<file path="src/rtl/segre_mem_arbiter.sv">
// Two-requester (icache/dcache) line arbiter in front of a single memory port.
// Fair tie-break on last-served; one transfer at a time through IDLE -> MEM -> DONE.
module segre_mem_arbiter #(
    parameter int unsigned WORD_SIZE  = 32,
    parameter int unsigned LINE_BYTES = 16
) (
    input  logic                      clk_i,
    input  logic                      rsn_i,
    input  logic                      ic_rd_i,
    input  logic                      ic_wr_i,
    input  logic [WORD_SIZE-1:0]      ic_addr_i,
    input  logic [LINE_BYTES*8-1:0]   ic_line_i,
    input  logic                      dc_rd_i,
    input  logic                      dc_wr_i,
    input  logic [WORD_SIZE-1:0]      dc_addr_i,
    input  logic [LINE_BYTES*8-1:0]   dc_line_i,
    output logic                      ic_rcvd_o,
    output logic                      dc_rcvd_o,
    output logic [LINE_BYTES*8-1:0]   line_o,
    output logic                      mem_rd_o,
    output logic                      mem_wr_o,
    output logic [WORD_SIZE-1:0]      mem_addr_o,
    output logic [LINE_BYTES*8-1:0]   mem_line_o,
    input  logic [LINE_BYTES*8-1:0]   mem_line_i,
    input  logic                      mem_ack_i,
    output logic                      busy_o
);

    localparam int unsigned LINE_W = LINE_BYTES * 8;
    localparam logic [WORD_SIZE-1:0] ALIGN_MASK = ~(WORD_SIZE'(LINE_BYTES - 1));

    typedef enum logic [1:0] {
        S_IDLE = 2'd0,
        S_MEM  = 2'd1,
        S_DONE = 2'd2
    } state_e;

    // Owner / last-served encoding: 0 = icache, 1 = dcache.
    state_e                 state_q, state_d;
    logic                   owner_q, owner_d;
    logic                   last_q, last_d;
    logic                   op_wr_q, op_wr_d;
    logic [WORD_SIZE-1:0]   addr_q, addr_d;
    logic [LINE_W-1:0]      wline_q, wline_d;
    logic [LINE_W-1:0]      line_q, line_d;
    logic                   mem_rd_q, mem_rd_d;
    logic                   mem_wr_q, mem_wr_d;
    logic                   ic_rcvd_q, ic_rcvd_d;
    logic                   dc_rcvd_q, dc_rcvd_d;
    logic                   busy_q, busy_d;

    logic                   ic_pend_c;
    logic                   dc_pend_c;
    logic                   grant_dc_c;

    assign ic_pend_c  = ic_rd_i | ic_wr_i;
    assign dc_pend_c  = dc_rd_i | dc_wr_i;
    // On a tie the requester not served last wins.
    assign grant_dc_c = dc_pend_c & (~ic_pend_c | ~last_q);

    // State and datapath registers.
    always_ff @(posedge clk_i or negedge rsn_i) begin
        if (!rsn_i) begin
            state_q   <= S_IDLE;
            owner_q   <= 1'b0;
            last_q    <= 1'b0;
            op_wr_q   <= 1'b0;
            addr_q    <= '0;
            wline_q   <= '0;
            line_q    <= '0;
            mem_rd_q  <= 1'b0;
            mem_wr_q  <= 1'b0;
            ic_rcvd_q <= 1'b0;
            dc_rcvd_q <= 1'b0;
            busy_q    <= 1'b0;
        end else begin
            state_q   <= state_d;
            owner_q   <= owner_d;
            last_q    <= last_d;
            op_wr_q   <= op_wr_d;
            addr_q    <= addr_d;
            wline_q   <= wline_d;
            line_q    <= line_d;
            mem_rd_q  <= mem_rd_d;
            mem_wr_q  <= mem_wr_d;
            ic_rcvd_q <= ic_rcvd_d;
            dc_rcvd_q <= dc_rcvd_d;
            busy_q    <= busy_d;
        end
    end

    // Next-state and latch control; write wins when rd and wr are both held.
    always_comb begin
        state_d = state_q;
        owner_d = owner_q;
        last_d  = last_q;
        op_wr_d = op_wr_q;
        addr_d  = addr_q;
        wline_d = wline_q;
        line_d  = line_q;
        case (state_q)
            S_IDLE: begin
                if (ic_pend_c || dc_pend_c) begin
                    state_d = S_MEM;
                    owner_d = grant_dc_c;
                    op_wr_d = grant_dc_c ? dc_wr_i : ic_wr_i;
                    addr_d  = (grant_dc_c ? dc_addr_i : ic_addr_i) & ALIGN_MASK;
                    wline_d = grant_dc_c ? dc_line_i : ic_line_i;
                end
            end
            S_MEM: begin
                if (mem_ack_i) begin
                    state_d = S_DONE;
                    last_d  = owner_q;
                    if (!op_wr_q) begin
                        line_d = mem_line_i;
                    end
                end
            end
            S_DONE:  state_d = S_IDLE;
            default: state_d = S_IDLE;
        endcase
    end

    // Output decode from the upcoming state so every output leaves a flop.
    always_comb begin
        mem_rd_d  = (state_d == S_MEM) && !op_wr_d;
        mem_wr_d  = (state_d == S_MEM) &&  op_wr_d;
        ic_rcvd_d = (state_d == S_DONE) && !owner_d;
        dc_rcvd_d = (state_d == S_DONE) &&  owner_d;
        busy_d    = (state_d != S_IDLE);
    end

    assign ic_rcvd_o  = ic_rcvd_q;
    assign dc_rcvd_o  = dc_rcvd_q;
    assign line_o     = line_q;
    assign mem_rd_o   = mem_rd_q;
    assign mem_wr_o   = mem_wr_q;
    assign mem_addr_o = addr_q;
    assign mem_line_o = wline_q;
    assign busy_o     = busy_q;

endmodule
</file>
<file path="config.mk">
export PLATFORM = sky130hd
export DESIGN_NAME = segre_mem_arbiter
export DESIGN_NICKNAME = d
export VERILOG_FILES = /design/src/rtl/segre_mem_arbiter.sv
export SDC_FILE = /design/constraint.sdc
export NUM_CORES = 1
export LEC_CHECK = 0
export ABC_AREA = 1
export CAP_MARGIN = 15
export CORE_AREA = 4 4 291 293
export CTS_BUF_LIST = sky130_fd_sc_hd__clkbuf_16
export DETAILED_ROUTE_END_ITERATION = 7
export DIE_AREA = 0 0 295 297
export PLACE_DENSITY = 0.39
export SYNTH_ARGS = -nofsm -noshare
export SYNTH_HDL_FRONTEND = slang
export SYNTH_SLANG_ARGS = --single-unit
</file>
<file path="constraint.sdc">
create_clock -name clk_i -period 2.6 [get_ports clk_i]
set_input_delay 0.26 -clock clk_i [delete_from_list [all_inputs] [get_ports clk_i]]
set_output_delay 0.26 -clock clk_i [all_outputs]
set_load 0.05 [all_outputs]
</file>
==> results of run 1 <==
==> synth_stat cells <==
| cell type | n | area (um2) |
|---|---|---|
| a21oi_1 | 314 | 1572 |
| a21oi_2 | 1 | 8.760 |
| buf_1 | 5 | 18.77 |
| buf_2 | 69 | 345.3 |
| buf_4 | 26 | 195.2 |
| buf_6 | 1 | 11.26 |
| clkbuf_1 | 30 | 112.6 |
| conb_1 | 1 | 3.750 |
| dfrtp_1 | 294 | 7357 |
| inv_1 | 7 | 26.28 |
| inv_2 | 4 | 15.01 |
| nand2_1 | 265 | 994.7 |
| nand2_2 | 1 | 6.260 |
| nand3_1 | 285 | 1426 |
| nor2_1 | 165 | 619.3 |
| nor2_2 | 1 | 6.260 |
| o21ai_1 | 1 | 5.000 |
| o21ai_2 | 1 | 8.760 |
==> registers in the layout, summed over array words and instances, names as in the netlist <==
signal / cells
owner_q: 1
mem_rd_o: 1
mem_addr_o: 28
state_q: 2
last_q: 1
mem_line_o: 128
ic_rcvd_o: 1
dc_rcvd_o: 1
op_wr_q: 1
line_o: 128
busy_o: 1
mem_wr_o: 1
==> per-layer routing <==
metal | routed length, um | global-route usage, %
met1 | 24790 | 15.50
met2 | 34020 | 26.63
met3 | 6881 | 6.167
met4 | 2138 | 4.708
met5 | 92 | 0
==> metrics by stage <==
stage | total power, mW | std cells | hold WS (ns)
after floorplan | 20.21 | 1474 | -0.03559
after global placement | 28.32 | 3197 | 0.2219
after detailed placement | 28.38 | 3197 | 0.2262
after CTS | 33.90 | 3266 | 0.2077
after global routing | 35.14 | 3268 | 0.2191
final | 33.25 | 3271 | 0.2342
==> area by class of cell <==
cell class	count	area [um2]	share of cell area (%)
multi-input combinational	1038	4698	20.69
clock inverter	28	212.7	0.9368
tap	1070	1339	5.897
timing repair buffer	785	8028	35.36
inverter	11	56.30	0.2480
clock buffer	40	1001	4.409
antenna	5	12.51	0.05511
sequential	294	7357	32.40
==> power by group through the flow <==
stage               clock network (mW)  registers, mW  logic [mW]
floorplan                            0           15.4        4.81
global placement                     0           8.03        20.3
detailed placement                   0           8.07        20.3
CTS                               5.47           8.06        20.4
global route                      5.63           8.31        21.2
finish                            5.21           8.03        20.0
==> worst max-delay path by stage <==
stage / to / slack, ns / cells past startpoint
floorplan: line_o[107] / 1.32 / 8
global placement: mem_line_o[118] / 0.32 / 8
detailed placement: mem_line_o[52] / 0.30 / 8
CTS: mem_line_o[25] / 0.34 / 1
global route: mem_line_o[25] / 0.35 / 1
finish: mem_line_o[25] / 0.42 / 1
==> logic make-up after synthesis <==
| logic type | Yosys count |
|---|---|
| AND/OR/NAND/NOR | 717 |
| AO/OA/AOI/OAI | 317 |
| flip-flops | 294 |
| buffers and inverters | 142 |
| other | 1 |
==> impl_metrics.toml, run 1 <==
[clock_tree]
clockRootBuffer = "clkbuf_16"
numCtsBuffers = 40
post_cts_resized = 0
hold_buffers = 1
path_clk_slew_ns = 0.05
clock_sinks = 294
cts_tree = "built"
post-cts-setup-buffer-count = 0
clk_latency_ns = 0.56
clock_path_buffers = 3
h-tree-depth = 2

[place]
dp_slack_ns = 0.2972
place_congestion = 0.7948
place.port_buffers = 735
dp_hpwl_um = 50230
dpl_cell_area_um2 = 21470

[sta]
worst_pin_slew_ns = 0.7690
fin_crit_sh_pct = 83.66
rsz0062_at_grt = "false"
fin_ws_ns = 0.4248
hold_violations = 0
slew_headroom_pct = 48.57
setup_tns_ns = 0
fin_skew_ns = 0.01854
timing.fmax_mhz = 459.7
drv_slew = 0
min_period_ns = 2.175
setup_viol = 0

[worst_setup_path]
cp.buffers_inverters = 1
r2r_cells = 6
endpoint_kind = "output pin"
crit_arrival_ns = 1.92
rrSetupSlack_ns = 0.57
slowest_delay_ns = 1.00
cp_top_family = "buffers and inverters"
startpoint = "mem_line_o[25]"
reg2reg_from = "state_q[1]"
reg2reg_to = "mem_addr_o[28]"
crit_type = "flop to output pin"
critPathRequiredTime_ns = 2.34
cp_max_fo = 2
critPathLaunchType = "flop"
crit_path_top_delay_cell = "clkdlybuf4s50_1"
path_cells = "clkdlybuf4s50_1"

[die]
initial_utilization_pct = 15.56
io_pins = 748
row_count = 105
coreArea_um2 = 81850
die_area_um2 = 87620
die_y_um = 297
die_w_um = 295

[yosys]
synth_seq_cells = 294
avgSynthCellArea_um2 = 8.655
syn-instance-count = 1471
synth-adder-area-share_pct = 0
synth-simple-area-share_pct = 23.98
ys_warn_count = 0
synth-seq-area-share_pct = 57.78
synth_top_family_by_area = "simple AND/OR/NAND/NOR gates"
synthDistinctLibCells = 18
synth.area.mux_share_pct = 0
synth-xor-area-share_pct = 0
synth_compound_area_share_pct = 12.52
syn_area_um2 = 12730

[final_layout]
area_growth_pct = 78.32
final_cell_mix = "734 x clkdlybuf4s50_1, 314 x a21oi_1, 294 x dfrtp_1"
design_area_um2 = 22700
fillerInstances = 8737
finish.utilization_pct = 27.74
drive_above_1_share_pct = 5.237
finish.net_count = 2625
layout_commonest_cell = "clkdlybuf4s50_1"

[power]
power_frac_seq_pct = 24.1
power_frac_comb_pct = 60.2
power_per_cell_area_nw_per_um2 = 1464
peakVddDrop_mv = 0.7023
power.internal_mw = 16.10
p_switching_mw = 17.15
clkPwrFrac_pct = 15.7
switching_share_pct = 51.58
p_leak_nw = 9.585

[drt]
ant_nets = 0
drc = 0
wire_per_inst_um = 20.77
via_count = 13409
wl_um = 67930
viasPerCell = 4.099
drt_pass1_iterations = 5
drtIter0Drc = 668

[run_status]
outcome = "complete, no violations"

[global_routing]
antenna_found_initial = 14
grt_pass1_vias = 14342
grt-ovfl-total = 0
grt_max_degree = 69
grt_util_all_layers_pct = 14.77
grt_pass1_wl_um = 97920

[worst_hold_path]
holdCritPathClass = "input pin to async pin"

[run]
maxCapViolations = 0
Note: power is estimated with default switching activity, not from simulation.
==> run 2: changes to the inputs <==
Settings changed: PLACE_DENSITY 0.39 to 0.4.
Clock period 2.6 ns to 1.8 ns, I/O delays scaled along.
==> impl_metrics.toml, run 2 (synthesis results as in run 1) <==
[global_routing]
grt_max_degree = 74
grt_util_all_layers_pct = 14.98
grt_pass1_wl_um = 99860
grt-ovfl-total = 0
grt_pass1_vias = 14601
antenna_found_initial = 10

[place]
dp_hpwl_um = 52590
place_congestion = 0.8096
dpl_cell_area_um2 = 21470
place.port_buffers = 735

[sta]
drv_slew = 0
holdWs_ns = 0.1345
slew_headroom_pct = 60.73
rsz0062_at_grt = "false"
setup_viol = 0
worst_pin_slew_ns = 0.5891
fin_crit_sh_pct = 93.43
timing.fmax_mhz = 594.6
fin_skew_ns = 0.01498
hold_violations = 0
min_period_ns = 1.682

[clock_tree]
clock_path_buffers = 3
clockRootBuffer = "clkbuf_16"
h-tree-depth = 2
numCtsBuffers = 38
post-cts-setup-buffer-count = 0
clock_sinks = 294
cts_tree = "built"
path_clk_slew_ns = 0.05
clk_latency_ns = 0.55

[run_status]
outcome = "complete, no violations"

[drt]
drtIter0Drc = 645
drc = 0
via_count = 13671
wl_um = 68730
drt_pass1_iterations = 7
viasPerCell = 4.134
wire_per_inst_um = 20.78
ant_nets = 0

[worst_setup_path]
crit_path_top_delay_cell = "dlygate4sd2_1"
r2r_cells = 6
cp_max_fo = 2
critPathRequiredTime_ns = 1.62
critPathLaunchType = "flop"
crit_arrival_ns = 1.50
slowest_delay_ns = 0.56
cp_top_family = "buffers and inverters"
path_cells = "dlygate4sd2_1"
crit_type = "flop to output pin"
endpoint_kind = "output pin"
path_depth = 1
cp.buffers_inverters = 1

[die]
die_w_um = 295
die_y_um = 297
die_area_um2 = 87620
coreArea_um2 = 81850
io_pins = 748
initial_utilization_pct = 15.56
row_count = 105

[run]
maxCapViolations = 0

[worst_hold_path]
holdCritPathClass = "input pin to async pin"

[final_layout]
area_growth_pct = 76.16
final_cell_mix = "445 x clkdlybuf4s50_1, 314 x a21oi_1, 294 x dfrtp_1"
seqCellArea_um2 = 7357
design_area_um2 = 22430
multi_input_area_um2 = 4698
fillerInstances = 8850
layout_commonest_cell = "clkdlybuf4s50_1"
finish.net_count = 2656
drive_above_1_share_pct = 12.47

[power]
total_power_mw = 46.59
power_per_cell_area_nw_per_um2 = 2077
peakVddDrop_mv = 0.8591
p_leak_nw = 10.12
run 2: final cells by class:
class	count	share of cell area, %
Timing Repair Buffer	818	34.93
Clock inverter	30	0.7698
Antenna cell	8	0.08926
Clock buffer	38	4.240
Sequential cell	294	32.80
Tap cell	1070	5.969
Multi-Input combinational cell	1038	20.95
Inverter	11	0.2510
run 2: routing by layer:
| metal | GRT usage, % | wire (um) |
|---|---|---|
| met1 | 16.67 | 26020 |
| met2 | 26.82 | 34320 |
| met3 | 5.652 | 6648 |
| met4 | 3.757 | 1703 |
| met5 | 0 | 34 |
run 2: worst paths after layout:
check | to | slack, ns | startpoint
setup / recovery | line_o[113] | 0.12 | line_o[113]
hold / removal | line_o[14] | 0.13 | rsn_i
setup reg to reg | line_o[27] | 0.28 | state_q[1]
hold reg to reg | ic_rcvd_o | 0.44 | owner_q
max in group asynchronous | mem_line_o[7] | 0.95 | rsn_i
min in group clk_i | line_o[106] | 0.18 | mem_line_i[106]
run 2: per-stage QoR:
| stage | instances | util (%) | worst slack [ns] | TNS [ns] |
|---|---|---|---|---|
| 3_3_place_gp | 3230 | 26.23 | -0.1887 | -16.74 |
| 2_1_floorplan | 1474 | - | 0.5152 | 0 |
| 6_report | 3307 | 27.40 | 0.1183 | 0 |
| 3_5_place_dp | 3230 | 26.23 | -0.1824 | -15.21 |
| 4_1_cts | 3299 | 27.38 | 0.03887 | 0 |
| 5_1_grt | 3299 | 27.38 | 0.03524 | 0 |
run 2: repair_timing:
item,in CTS,in global routing
hold endpoints to repair,294,0
hold buffers,1,0
resized for setup,156,0
endpoints found under the setup margin,156,0
run 2: report_power, final:
group	total, mW	switching, mW	leakage [nW]	internal, mW
logic	27.8	19.8	6.06	7.95
registers	11.7	1.88	3.49	9.83
clock network	7.09	3.11	0.575	3.98
